$ cat src/rtl/xgmii_pkg.sv
// XGMII control characters, canned blocks and frame-generator state encoding,
// shared by the frame generator and the PHY benches.
package xgmii_pkg;

    localparam logic [7:0] XGMII_IDLE  = 8'h07;
    localparam logic [7:0] XGMII_START = 8'hFB;
    localparam logic [7:0] XGMII_TERM  = 8'hFD;
    localparam logic [7:0] XGMII_PRE   = 8'h55;
    localparam logic [7:0] XGMII_SFD   = 8'hD5;

    localparam logic [63:0] IDLE_BLOCK  = {8{XGMII_IDLE}};
    localparam logic [63:0] START_BLOCK = {XGMII_SFD, {6{XGMII_PRE}}, XGMII_START};
    localparam logic [63:0] TERM_BLOCK  = {{7{XGMII_IDLE}}, XGMII_TERM};

    localparam logic [7:0] CTRL_ALL   = 8'hFF;
    localparam logic [7:0] CTRL_START = 8'h01;

    localparam logic [2:0] ST_IDLE  = 3'd0;
    localparam logic [2:0] ST_START = 3'd1;
    localparam logic [2:0] ST_DATA  = 3'd2;
    localparam logic [2:0] ST_TERM  = 3'd3;
    localparam logic [2:0] ST_IFG   = 3'd4;

    localparam logic [10:0] MIN_PAYLOAD = 11'd46;
    localparam logic [10:0] MAX_PAYLOAD = 11'd1500;

    // Keep the payload inside legal Ethernet sizes (FCS is never added).
    function automatic logic [10:0] clamp_payload(input logic [10:0] len);
        logic [10:0] res;
        res = len;
        if (len < MIN_PAYLOAD) begin
            res = MIN_PAYLOAD;
        end else if (len > MAX_PAYLOAD) begin
            res = MAX_PAYLOAD;
        end
        return res;
    endfunction

    function automatic logic [3:0] clamp_ifg(input logic [3:0] ifg);
        return (ifg == 4'd0) ? 4'd1 : ifg;
    endfunction

endpackage

$ cat src/rtl/xgmii_frame_gen_if.sv
// XGMII transmit bus from the frame generator (master) towards the 10G PHY (slave).
interface xgmii_frame_gen_if #(
    parameter int DATA_WIDTH = 64,
    parameter int CTRL_WIDTH = DATA_WIDTH / 8
);

    logic [DATA_WIDTH-1:0] xgmii_txd;
    logic [CTRL_WIDTH-1:0] xgmii_txc;

    modport master (output xgmii_txd, output xgmii_txc);
    modport slave  (input  xgmii_txd, input  xgmii_txc);

endinterface

$ cat src/rtl/xgmii_term_mux.sv
// Builds the block carrying the terminate character: rem data lanes, then 0xFD,
// then idles. rem==0 yields the plain terminate block.
module xgmii_term_mux
    import xgmii_pkg::*;
(
    input  logic [2:0]  rem,
    input  logic [63:0] data_word,
    output logic [63:0] txd,
    output logic [7:0]  txc
);

    always_comb begin
        txd = IDLE_BLOCK;
        txc = CTRL_ALL;
        for (int n = 0; n < 8; n++) begin
            if (n < int'(rem)) begin
                txd[8*n +: 8] = data_word[8*n +: 8];
                txc[n]        = 1'b0;
            end else if (n == int'(rem)) begin
                txd[8*n +: 8] = XGMII_TERM;
                txc[n]        = 1'b1;
            end else begin
                txd[8*n +: 8] = XGMII_IDLE;
                txc[n]        = 1'b1;
            end
        end
    end

endmodule

$ cat src/rtl/xgmii_frame_gen.sv
// XGMII test-frame generator: START/preamble, counting payload, terminate and a
// configurable inter-frame gap, all outputs registered one cycle behind the FSM.
module xgmii_frame_gen
    import xgmii_pkg::*;
#(
    parameter int DATA_WIDTH = 64,
    parameter int CTRL_WIDTH = DATA_WIDTH / 8
) (
    input  logic              tx_clk,
    input  logic              tx_rst_n,
    input  logic              start,
    input  logic [10:0]       cfg_payload_len,
    input  logic [3:0]        cfg_ifg,
    input  logic              cfg_continuous,
    xgmii_frame_gen_if.master xgmii,
    output logic              busy,
    output logic [31:0]       frame_count
);

    logic [2:0]            state;
    logic [2:0]            state_d;
    logic [10:0]           rem;
    logic [10:0]           rem_d;
    logic [7:0]            byte_base;
    logic [7:0]            byte_base_d;
    logic [3:0]            ifg_len;
    logic [3:0]            ifg_len_d;
    logic [3:0]            ifg_cnt;
    logic [3:0]            ifg_cnt_d;
    logic                  frame_done;
    logic [DATA_WIDTH-1:0] txd_d;
    logic [CTRL_WIDTH-1:0] txc_d;
    logic [63:0]           data_word;
    logic [63:0]           term_txd;
    logic [7:0]            term_txc;

    // Lane n of the current data block carries payload byte (index + frame base) mod 256.
    always_comb begin
        data_word = '0;
        for (int n = 0; n < 8; n++) begin
            data_word[8*n +: 8] = byte_base + 8'(n);
        end
    end

    // In TERM the remainder has already been counted down to zero, giving the plain terminate block.
    xgmii_term_mux u_term_mux (
        .rem       (rem[2:0]),
        .data_word (data_word),
        .txd       (term_txd),
        .txc       (term_txc)
    );

    always_comb begin
        state_d     = state;
        rem_d       = rem;
        byte_base_d = byte_base;
        ifg_len_d   = ifg_len;
        ifg_cnt_d   = ifg_cnt;
        frame_done  = 1'b0;
        txd_d       = IDLE_BLOCK;
        txc_d       = CTRL_ALL;
        case (state)
            ST_IDLE: begin
                if (start) begin
                    state_d = ST_START;
                end
            end
            ST_START: begin
                txd_d       = START_BLOCK;
                txc_d       = CTRL_START;
                rem_d       = clamp_payload(cfg_payload_len);
                byte_base_d = frame_count[7:0];
                ifg_len_d   = clamp_ifg(cfg_ifg);
                state_d     = ST_DATA;
            end
            ST_DATA: begin
                if (rem >= 11'd8) begin
                    txd_d       = data_word;
                    txc_d       = '0;
                    rem_d       = rem - 11'd8;
                    byte_base_d = byte_base + 8'd8;
                    if (rem == 11'd8) begin
                        state_d = ST_TERM;
                    end
                end else begin
                    txd_d      = term_txd;
                    txc_d      = term_txc;
                    frame_done = 1'b1;
                    ifg_cnt_d  = ifg_len;
                    state_d    = ST_IFG;
                end
            end
            ST_TERM: begin
                txd_d      = term_txd;
                txc_d      = term_txc;
                frame_done = 1'b1;
                ifg_cnt_d  = ifg_len;
                state_d    = ST_IFG;
            end
            ST_IFG: begin
                if (ifg_cnt <= 4'd1) begin
                    state_d = cfg_continuous ? ST_START : ST_IDLE;
                end else begin
                    ifg_cnt_d = ifg_cnt - 4'd1;
                end
            end
            default: begin
                state_d = ST_IDLE;
            end
        endcase
    end

    // busy is registered from the next state so it lines up with the state register itself.
    always_ff @(posedge tx_clk or negedge tx_rst_n) begin
        if (!tx_rst_n) begin
            state           <= ST_IDLE;
            rem             <= '0;
            byte_base       <= '0;
            ifg_len         <= '0;
            ifg_cnt         <= '0;
            xgmii.xgmii_txd <= IDLE_BLOCK;
            xgmii.xgmii_txc <= CTRL_ALL;
            busy            <= 1'b0;
            frame_count     <= '0;
        end else begin
            state           <= state_d;
            rem             <= rem_d;
            byte_base       <= byte_base_d;
            ifg_len         <= ifg_len_d;
            ifg_cnt         <= ifg_cnt_d;
            xgmii.xgmii_txd <= txd_d;
            xgmii.xgmii_txc <= txc_d;
            busy            <= (state_d != ST_IDLE);
            frame_count     <= frame_count + 32'(frame_done);
        end
    end

endmodule

$ cat src/flat_wrapper.sv
// flat-port wrapper written by rule: the top's interface ports become plain ports
module xgmii_frame_gen_flat import xgmii_pkg::*;
#(
    parameter int DATA_WIDTH = 64,
    parameter int CTRL_WIDTH = DATA_WIDTH / 8
)
  (tx_clk, tx_rst_n, start, cfg_payload_len, cfg_ifg, cfg_continuous, busy, frame_count, xgmii_xgmii_txd, xgmii_xgmii_txc);
  xgmii_frame_gen_if #(.DATA_WIDTH(DATA_WIDTH), .CTRL_WIDTH(CTRL_WIDTH)) xgmii_i ();
  input  logic tx_clk;
  input  logic tx_rst_n;
  input  logic start;
  input  logic [10:0] cfg_payload_len;
  input  logic [3:0] cfg_ifg;
  input  logic cfg_continuous;
  output logic busy;
  output logic [31:0] frame_count;
  output wire logic [$bits(xgmii_i.xgmii_txd)-1:0] xgmii_xgmii_txd;
  output wire logic [$bits(xgmii_i.xgmii_txc)-1:0] xgmii_xgmii_txc;
  assign xgmii_xgmii_txd = xgmii_i.xgmii_txd;
  assign xgmii_xgmii_txc = xgmii_i.xgmii_txc;
  xgmii_frame_gen #(.DATA_WIDTH(DATA_WIDTH), .CTRL_WIDTH(CTRL_WIDTH)) u_core (.tx_clk(tx_clk), .tx_rst_n(tx_rst_n), .start(start), .cfg_payload_len(cfg_payload_len), .cfg_ifg(cfg_ifg), .cfg_continuous(cfg_continuous), .xgmii(xgmii_i), .busy(busy), .frame_count(frame_count));
endmodule
$ cat config.mk
export PLATFORM = sky130hd
export DESIGN_NAME = xgmii_frame_gen_flat
export DESIGN_NICKNAME = d
export VERILOG_FILES = /design/src/rtl/xgmii_pkg.sv /design/src/rtl/xgmii_frame_gen_if.sv /design/src/rtl/xgmii_term_mux.sv /design/src/rtl/xgmii_frame_gen.sv /design/src/flat_wrapper.sv
export SDC_FILE = /design/constraint.sdc
export NUM_CORES = 1
export LEC_CHECK = 0
export BUFFER_PORTS_ARGS = -buffer_cell sky130_fd_sc_hd__buf_2
export CORE_UTILIZATION = 58
export CTS_BUF_LIST = sky130_fd_sc_hd__clkbuf_4 sky130_fd_sc_hd__clkbuf_8
export DETAILED_ROUTE_END_ITERATION = 6
export GPL_TIMING_DRIVEN = 0
export PLACE_DENSITY = 0.82
export SYNTH_ARGS = -nofsm -noshare
export SYNTH_HDL_FRONTEND = slang
export SYNTH_HIERARCHICAL = 1
export SYNTH_SLANG_ARGS = --single-unit
$ cat constraint.sdc
create_clock -name tx_clk -period 3.8 [get_ports tx_clk]
set_input_delay 0.57 -clock tx_clk [delete_from_list [all_inputs] [get_ports tx_clk]]
set_output_delay 0.57 -clock tx_clk [all_outputs]
set_load 0.02 [all_outputs]
* After elaboration in Yosys (flattened, before gate mapping)
Cells that the tools add are included.
** Storage, ports and cells
- Input port bits :: 19
- Output and inout port bits :: 105
- Register bits :: 135
** Cells by class
- Add/sub/neg operators :: 11
- Reductions and logical operators :: 8
- $lt $le $gt $ge :: 11
- Eq/ne operators :: 15
- Multiplexer cells :: 44
** Operator list (number)
- $pmux W64 S3 :: 1
- $mux W8 :: 17
- $mux W64 :: 1
- $mux W11 :: 3
- $add A32 B1 Y32 :: 1
- $add A8 B3 Y8 const B :: 4
- $pmux W8 S3 :: 1
- $pmux W11 S2 :: 1
- $add A8 B2 Y8 const B :: 2
- $pmux W8 S2 :: 1
- $pmux W3 S5 :: 1
- $eq A3 B3 Y1 const A :: 4
- $mux W3 :: 4
- $mux W4 :: 3
- $pmux W4 S3 :: 1
- $eq A11 B4 Y1 const B :: 1
- $ge A11 B4 Y1 const B :: 1
- $gt A11 B11 Y1 const B :: 1
- $lt A11 B6 Y1 const B :: 1
- $sub A11 B4 Y11 const B :: 1
- $lt A3 B3 Y1 const A :: 3
- $mux W1 :: 9
- $add A8 B1 Y8 const B :: 1
- $add A8 B4 Y8 const B :: 1
- other kinds (18) :: 25

* Logic depth before layout (Yosys ltp)
Gate-level depths: netlist of run 1.
- Word-level depth :: 5
- Depth in mapped cells :: 14
- Gate-level depth less buffers :: 11

* Modules after synthesis
The synthesis of run 1 kept the hierarchy.
** Modules (own cells, without submodules)
- xgmii_frame_gen :: times used 1, cells an instance 608, area an instance 6471.2 µm²
- xgmii_term_mux :: times used 1, cells an instance 104, area an instance 604.3 µm²

* Worst setup path before layout of run 1
OpenSTA, ideal clock, no wires.
- Path type :: reg-to-reg
- Start point :: reg u_core.rem[3]
- End point :: reg u_core.frame_count[24]
- Cell stages (with the launch flop) :: 15
- Clock period less this slack :: 2.923 ns
- Arrival time :: 2.843 ns
- Setup slack :: 0.877 ns
- Data required time :: 3.720 ns
- Setup time :: 0.080 ns
- Cells stage by stage :: dfrtp_1 > inv_1 > ha_1 > or4b_1 > buf_2 > a211oi_4 > o21ai_2 > clkinv_2 > buf_4 > ha_1 > ha_1 > clkbuf_1 > nand2_1 > nor3_1 > xor2_1
** On the way
- Word-level cells in the longest chain between the ends :: 4
** Ends and longest elaborated chain
- from (decl) :: RTL line xgmii_frame_gen.sv:22 : logic [10:0] rem;
- from (signal assigned) :: RTL line xgmii_frame_gen.sv:127 : rem <= rem_d;
- $ge A11 B4 Y1 :: RTL line xgmii_frame_gen.sv:77 : if (rem >= 11'd8) begin
- $mux W1 :: RTL line xgmii_frame_gen.sv:77
- $pmux W1 S2 :: RTL line xgmii_frame_gen.sv:62 : case (state)
- $add A32 B1 Y32 :: RTL line xgmii_frame_gen.sv:134 : frame_count <= frame_count + 32'(frame_done);
- to (signal assigned) :: RTL line xgmii_frame_gen.sv:134
- to (decl) :: RTL line xgmii_frame_gen.sv:17 : output logic [31:0] frame_count
Every way passes these cells.
A chain may end at the register's enable or synchronous reset.

* Worst setup path after layout of run 1
Ends and elaborated chain as after synthesis.

==> qor.log, run 1 <==
[floorplanning] Die X 112.5 um
[pwr] maximum vdd ir drop 478.0 uV
[sta] post-route clock period utilization 94.95%
[floorplanning] number of core rows 39
[sta] setup tns final 0 ns
[run_status] outcome complete, no violations
[detailed_routing] overall via count from detail_route 6,018
[run] MaxCap Viol Count 0
[sta] Slew @ Worst Pin 0.8712 ns
[placed_design] half-perimeter wire length after detailed placement 13.08 mm
[finish] utilization after layout 71.85%
[setup_path] buffering stage count on the worst path with inverters included 5
[cts] cts bufs inserted 17
[cts] CTS H-tree lvls 4
[finish] layout cell share with drive strength beyond 1 28.39%
[finish] number of fill cells in the layout 885
[synthesis] dominant cells by area after synthesis dfrtp_1, dfstp_2, xnor2_1
[synthesis] synthesized instance count 712
[finish] area of the multi-input gates 3294 sq um
[setup_path] Worst R2R Path Depth 14
[finish] area growth from synthesis to layout 18.43%
[setup_path] element type at the critical path end register
[grt] maximum number of pins on one net before global-route repair 76
[cts] clock insertion delay at the later pin of the skew report 0.46 ns
[cts] sink count of the clock tree 135
[detailed_routing] WL per Instance 17.81 um
[synthesis] fraction of synthesized cell area taken by the top area cell type 36.43%
[synthesis] count of flip-flops with a built-in enable after synthesis 0
[sta] WHS 0.06669 ns
[detailed_routing] total DRC errors in the routed layout 0
[pwr] static leakage 0.004009 uW
[cts] total of hold buffers inserted after clock tree synthesis 0
[detailed_routing] DR pass1 iterations 5
[setup_path] Cell Chain, Critical Path inv_1 -> ha_1 -> or4b_1 -> buf_2 -> a211oi_4 -> o21ai_2 -> clkinv_2 -> buf_4 -> ha_1 -> ha_1 -> clkbuf_1 -> nand2_1 -> nor3_1 -> xor2_1
[setup_path] kind of start point of the critical path register
[finish] sequential cell area in the final layout 3418 sq um
[floorplanning] Die Y 112.5 um
[setup_path] Critical Path Slowest Stage Cell dfrtp_1
[detailed_routing] iteration-0 DRC count of the detailed router 404
[setup_path] FF-to-FF setup slack 0.19 ns
[detailed_routing] total detailed-routing wirelength 18.04 mm
[finish] Net count, final 892
[finish] most common cell after layout, fill and taps aside buf_2
[floorplanning] floorplan core area 11,660 sq um
[detailed_routing] drt via density 5.941
[sta] final period demand of the worst path 3.608 ns
[grt] total congestion overflow 0
[cts] post-cts repair resize count 0
[synthesis] number of synthesis warnings 6
[sta] Rel. slew slack 41.71%
[cts] clk slew on worst S/H paths 0.07 ns
[synthesis] Post-Syn Area per Cell 9.938 sq um
[floorplanning] number of top-level pins 124
[sta] unrepaired setup endpoints after global routing no
[synthesis] top_reg_cell synth dfrtp_1
[cts] buffer depth of the longest clock path 2
[synthesis] biggest area consumer among synthesized cells dfrtp_1
[sta] total of endpoints with negative setup slack in the final report 0
[sta] hold violation total from the final report 0
[pwr] Power Density 924.5 nW/um^2
[placed_design] Placed Cells 981
[setup_path] destination of the worst register-to-register timing path u_core/frame_count[24]
[synthesis] area of the mapped netlist 7076 sq um
[setup_path] start of the worst register-to-register path u_core/rem[3]
[setup_path] data arrival time of the critical path 4.00 ns
[setup_path] Critical Path Max Stage Delay 0.46 ns
[synthesis] Synth async-reset ratio 100.0%
[setup_path] Critical Path Most Common Cell ha_1
[sta] total count of max-transition violations in the final report 0
[grt] wire length of the first global-routing pass 29.04 mm
[setup_path] CP Max Fanout 10
[grt] vias in the first global route 5,754
[setup_path] worst path required time 4.19 ns
[setup_path] type of the setup path with the least slack register to register
[placed_design] routability-driven placement congestion ratio 0.9180
[cts] Post-CTS Setup Bufs 0
[synthesis] number of register bits inferred by synthesis 135
[finish] most frequent cells in the layout buf_2, dfrtp_1, nand2_1, xnor2_1, a21oi_1
[cts] TritonCTS clock tree yes
[cts] CTS root buffer clkbuf_8
[floorplanning] Die Footprint 12,650 sq um
[finish] final cell count without fillers 1,013
[placed_design] count of input and output buffers 123
[grt] global router's overall resource usage 30.04%
[sta] Fmax achieved 277.2 MHz
[sta] final setup skew 0.01016 ns
[finish] Antenna diodes 0
[hold_path] class of the worst hold path primary input to async pin
[setup_path] category of cells accounting for the largest share of critical-path delay buffers and inverters
[grt] initial antenna violation count 0
[synthesis] part of the Yosys area used for sequential elements 48.31%
[floorplanning] initial core utilization 60.67%
[detailed_routing] antenna-violating nets left 0
[synthesis] Synth cell types 62
-- Yosys cell counts (4+ instances only) --
cell	instances
ha_1	16
buf_2	11
a221o_1	21
inv_1	21
nand3_1	24
a22o_1	23
a21o_1	17
o21ai_1	5
and4_1	4
nand4_1	13
dfrtp_1	103
clkbuf_1	20
a21oi_1	41
o21ai_0	28
and2_1	5
dfstp_2	32
xnor2_1	50
o21a_1	11
xor2_1	16
mux2_2	4
nor3_1	17
or3_1	5
buf_4	14
nand2b_1	14
nand2_1	77
or2_2	17
nor2_1	39
nor2b_1	4
and3_1	7
-- worst max-delay path by stage --
stage / from / end / slack [ns] / depth (start not counted)
5_1_grt: u_core/rem[3] / u_core/frame_count[24] / 0.02 / 14
2_1_floorplan: u_core/rem[3] / u_core/frame_count[24] / 0.88 / 14
4_1_cts: u_core/rem[3] / u_core/frame_count[24] / 0.24 / 14
3_3_place_gp: u_core/rem[3] / u_core/frame_count[24] / 0.36 / 14
6_report: u_core/rem[3] / u_core/frame_count[24] / 0.19 / 14
3_5_place_dp: u_core/rem[3] / u_core/frame_count[24] / 0.27 / 14
-- area by class of cell --
class	instances	area share (%)
flip-flops and latches	135	40.79
multi-input cells	505	39.32
repair buffers	124	7.750
clock buffers	23	3.554
plain buffers	50	3.300
well taps	143	2.135
clock inverters	9	2.031
inverters	24	1.120
-- flip-flops by register name, summed over array words and instances (netlist names) --
signal,cells
u_core/byte_base,8
u_core/frame_count,32
u_core/ifg_len,4
u_core/xgmii.xgmii_txd,64
u_core/ifg_cnt,4
u_core/state,3
u_core/rem,11
u_core/xgmii.xgmii_txc,8
u_core/busy,1
-- per-layer routing --
metal	part of all wire (%)	global-route usage (%)	vias to the layer above	wire length, um
li1	-	-	2773	-
met3	5.8	5.616	37	1047
met5	0	0	-	0
met2	51	51.35	258	9113
met4	2.0	12.00	0	369
met1	42	37.81	2950	7510
-- power by group --
group / total [uW] / internal [uW] / switching, uW
logic: 4010 / 1510 / 2500
clock network: 1380 / 851 / 530
registers: 2360 / 2050 / 309
total: 7750 / 4400 / 3340
-- per-stage QoR --
step | total power (uW) | instance area (sq um) | setup slack, ns
finish | 7747 | 8379 | 0.1920
global route | 8219 | 8379 | 0.02016
CTS | 7722 | 8379 | 0.2363
detailed placement | 6311 | 7911 | 0.2659
global placement | 6187 | 7878 | 0.3610
floorplan | 5168 | 7083 | 0.8775
-- cells by family after synthesis --
logic type	count (synthesis)	synth area share, %
multiplexers	5	0.7957
buffers and inverters	74	5.234
adder cells (fa/ha/maj)	16	2.829
other	1	0.05300
AND/OR/NAND/NOR	241	17.12
AO/OA/AOI/OAI	174	17.49
flip-flops	135	48.31
XOR/XNOR	66	8.170
(Power assumes the default switching activity.)
==> run 2: changes to the inputs <==
PLACE_DENSITY = 0.83   (was 0.82)
SYNTH_HIERARCHICAL = not set   (was 1)
==> run 2 against run 1 <==
Compared with the run above: area after synthesis shrank 5.3%; non-clock buffer count down 12; sequential power fell by 6%; via count is 2.6% lower; sequential share of layout area increased by 2.3 points; critical path depth fell by 2; die area decreased by 5.2%; synthesized cell count fell by 5.6%; register-to-register slack about the same; largest cell class unchanged; largest power group unchanged.
==> qor.log, run 2 <==
[detailed_routing] iteration-0 DRC count of the detailed router 436
[grt] vias in the first global route 5,602
[sta] final setup skew 0.01055 ns
[sta] unrepaired setup endpoints after global routing no
[synthesis] count of flip-flops with a built-in enable after synthesis 0
[setup_path] data arrival time of the critical path 4.01 ns
[pwr] maximum vdd ir drop 574.0 uV
[grt] global router's overall resource usage 32.75%
[synthesis] number of register bits inferred by synthesis 135
[sta] Fmax achieved 276.5 MHz
[detailed_routing] antenna-violating nets left 0
[cts] CTS root buffer clkbuf_8
[synthesis] Synth top cells by count dfrtp_1, nand2_1, nor2_1
[sta] total of endpoints with negative setup slack in the final report 0
[pwr] part of the power in registers 33.7%
[setup_path] type of the setup path with the least slack register to register
[finish] layout cell share with drive strength beyond 1 25.93%
[detailed_routing] total DRC errors in the routed layout 0
[finish] largest register by flop count u_core.xgmii.xgmii_txd
[floorplanning] Die Y 109.5 um
[sta] post-route clock period utilization 95.16%
[synthesis] main combinational cell family by area after synthesis simple AND/OR/NAND/NOR gates
[synthesis] compound-cell area share of the yosys netlist 16.21%
[synthesis] dominant cells by area after synthesis dfrtp_1, dfstp_2, xnor2_1
[finish] registers with the highest flip-flop counts u_core.xgmii.xgmii_txd: 64 flops, u_core.frame_count: 32 flops, u_core.rem: 11 flops
[synthesis] fraction of synthesized cell area taken by the top area cell type 38.48%
[sta] Rel. slew slack 44.79%
[synthesis] Synth async-reset ratio 100.0%
[finish] most frequent cells in the layout buf_2, dfrtp_1, nand2_1, nor2_1, a21oi_1
[floorplanning] Die X 109.5 um
[setup_path] worst path required time 4.19 ns
[floorplanning] number of core rows 38
[finish] sequential cell area in the final layout 3418 sq um
[detailed_routing] overall via count from detail_route 5,863
[grt] wire length of the first global-routing pass 28.99 mm
[synthesis] Adder-Cell Fraction of Synth Area 2.802%
[cts] TritonCTS clock tree yes
[pwr] part of the total power dissipated in the clock network 17.9%
[pwr] combinational cell fraction of total power 48.4%
[setup_path] start of the worst register-to-register path u_core.rem[6]
[setup_path] Cell Chain, Critical Path clkbuf_1 -> or4_4 -> a211o_4 -> o21ai_4 -> nand2_1 -> inv_2 -> ha_1 -> nand4_1 -> or3_1 -> nor2_1 -> and4_1 -> xor2_1
[setup_path] element type at the critical path end register
[cts] total of hold buffers inserted after clock tree synthesis 0
[detailed_routing] drt via density 6.051
[synthesis] share of synthesized cell area in and, or, nand and nor gates 17.99%
[floorplanning] number of top-level pins 124
[setup_path] Worst R2R Path Depth 12
[pwr] power spent charging and discharging nets 3037 uW
[synthesis] area of the mapped netlist 6699 sq um
[grt] initial antenna violation count 0
[setup_path] Critical Path Max Stage Delay 0.50 ns
[synthesis] Post-Syn Area per Cell 9.969 sq um
[sta] hold violation total from the final report 0
[pwr] Switching Share 46.02%
[detailed_routing] DR pass1 iterations 7
[pwr] Power Density 831.4 nW/um^2
[pwr] P_int 3563 uW
[hold_path] class of the worst hold path primary input to async pin
[synthesis] xor/xnor share of the synthesized area 8.498%
[synthesis] Mapped Nets 706
[finish] area of the multi-input gates 3085 sq um
[run] MaxCap Viol Count 0
[run_status] outcome complete, no violations
[synthesis] part of the Yosys area used for sequential elements 51.03%
[setup_path] category of cells accounting for the largest share of critical-path delay simple AND/OR/NAND/NOR gates
[synthesis] Synth cell types 68
[placed_design] routability-driven placement congestion ratio 0.9314
[synthesis] biggest area consumer among synthesized cells dfrtp_1
[sta] Slew @ Worst Pin 0.8219 ns
[finish] area growth from synthesis to layout 18.49%
[finish] Antenna diodes 0
[pwr] static leakage 0.003691 uW
[floorplanning] floorplan core area 11,030 sq um
[setup_path] Critical Path Slowest Stage Cell or4_4
[cts] CTS H-tree lvls 4
[finish] most common cell after layout, fill and taps aside buf_2
[sta] WHS 0.02776 ns
[grt] maximum number of pins on one net before global-route repair 85
[finish] Net count, final 850
[setup_path] FF-to-FF setup slack 0.18 ns
[cts] clock insertion delay at the later pin of the skew report 0.46 ns
[sta] final period demand of the worst path 3.616 ns
[setup_path] kind of start point of the critical path register
[floorplanning] Die Footprint 11,980 sq um
[synthesis] synthesized instance count 672
[synthesis] most common cell in the netlist dfrtp_1
[detailed_routing] total detailed-routing wirelength 18.48 mm
[cts] clk slew on worst S/H paths 0.09 ns
[cts] sink count of the clock tree 135
[placed_design] count of input and output buffers 123
[detailed_routing] WL per Instance 19.07 um
[setup_path] destination of the worst register-to-register timing path u_core.frame_count[17]
[sta] total count of max-transition violations in the final report 0
[floorplanning] initial core utilization 60.73%
[finish] final cell count without fillers 969
[cts] cts bufs inserted 17
[setup_path] buffering stage count on the worst path with inverters included 2
[finish] number of fill cells in the layout 813
[synthesis] share of synthesized area spent on multiplexers 0.3175%
[synthesis] top_reg_cell synth dfrtp_1
[cts] buffer depth of the longest clock path 2
[setup_path] CP Max Fanout 8
[synthesis] number of synthesis warnings 0
[placed_design] half-perimeter wire length after detailed placement 13.15 mm
[placed_design] Placed Cells 936
[finish] flip-flop count of the largest register after layout 64
[grt] total congestion overflow 0
==> run 2: cell count changes after synthesis, moves of 10 or more <==
cell      before  now
xnor2_1       50   33
or2_2         17    2
xor2_1        16   32
buf_2         11    1
buf_4         14    0
nor2_1        39   56
clkbuf_1      20   32
a221o_1       21    0
a22o_1        23    3
a21o_1        17    7
==> run 2: final cells by class <==
cell class | instances | area share, %
Multi-Input combinational cell | 485 | 38.87
Buffer | 37 | 1.955
Sequential cell | 135 | 43.06
Clock buffer | 18 | 3.042
Clock inverter | 14 | 1.876
Inverter | 15 | 0.7093
Timing Repair Buffer | 125 | 8.276
Tap cell | 140 | 2.207
==> run 2: stage by stage <==
stage / utilization, % / power (uW) / TNS, ns / area, sq um / setup slack [ns]
3_3_place_gp: 67.90 / 5263 / -0.4236 / 7490 / -0.1447
3_5_place_dp: 68.21 / 5343 / -0.7926 / 7523 / -0.1861
6_report: 71.96 / 6599 / 0 / 7938 / 0.1837
5_1_grt: 71.96 / 6978 / 0 / 7938 / 0.01048
2_1_floorplan: - / 4334 / 0 / 6699 / 0.6194
4_1_cts: 71.86 / 6548 / 0 / 7926 / 0.1594
==> run 2: kinds of logic (layout without fill, tap and decap cells) <==
logic type,after synthesis,count (layout)
flops,135,135
fa+ha+maj,15,15
xor+xnor,65,65
mux,2,2
buf+inv,52,209
simple gates,243,243
compound gates,160,160
==> run 2: how the worst max path moves through the flow <==
stage | depth (start not counted) | slack (ns) | to | start
after floorplan | 12 | 0.62 | u_core.frame_count[20] | u_core.rem[7]
after global placement | 13 | -0.14 | u_core.frame_count[22] | u_core.rem[6]
after detailed placement | 13 | -0.19 | u_core.frame_count[22] | u_core.rem[6]
after CTS | 13 | 0.16 | u_core.frame_count[22] | u_core.rem[6]
after global routing | 12 | 0.01 | u_core.frame_count[21] | u_core.rem[6]
final | 12 | 0.18 | u_core.frame_count[17] | u_core.rem[6]
==> run 2: what timing repair did <==
action	CTS	global route
endpoints found under the setup margin	9	4
gates resized for setup	2	2
setup buffers	1	0
pin swaps	1	0
==> run 2: metal layers <==
| metal | global-route usage (%) | share of wire (%) |
|---|---|---|
| met5 | 0 | 0 |
| met4 | 20.29 | 4.3 |
| met1 | 41.77 | 41 |
| met3 | 6.461 | 7.7 |
| met2 | 51.48 | 47 |
==> run 2: worst reg2reg max path: stages (launching register included) <==
cell      delay [ns]
dfrtp_1         0.37
clkbuf_1        0.18
or4_4           0.50
a211o_4         0.34
o21ai_4         0.19
nand2_1         0.20
inv_2           0.21
ha_1            0.27
nand4_1         0.13
or3_1           0.48
nor2_1          0.29
and4_1          0.25
xor2_1          0.14
==> run 2: power groups by stage <==
stage / sequential, uW / clock (uW) / combinational, uW
final: 2220 / 1180 / 3190
after global routing: 2270 / 1260 / 3440
after CTS: 2220 / 1190 / 3140
after detailed placement: 2240 / 0 / 3110
after global placement: 2210 / 0 / 3050
after floorplan: 2560 / 0 / 1780
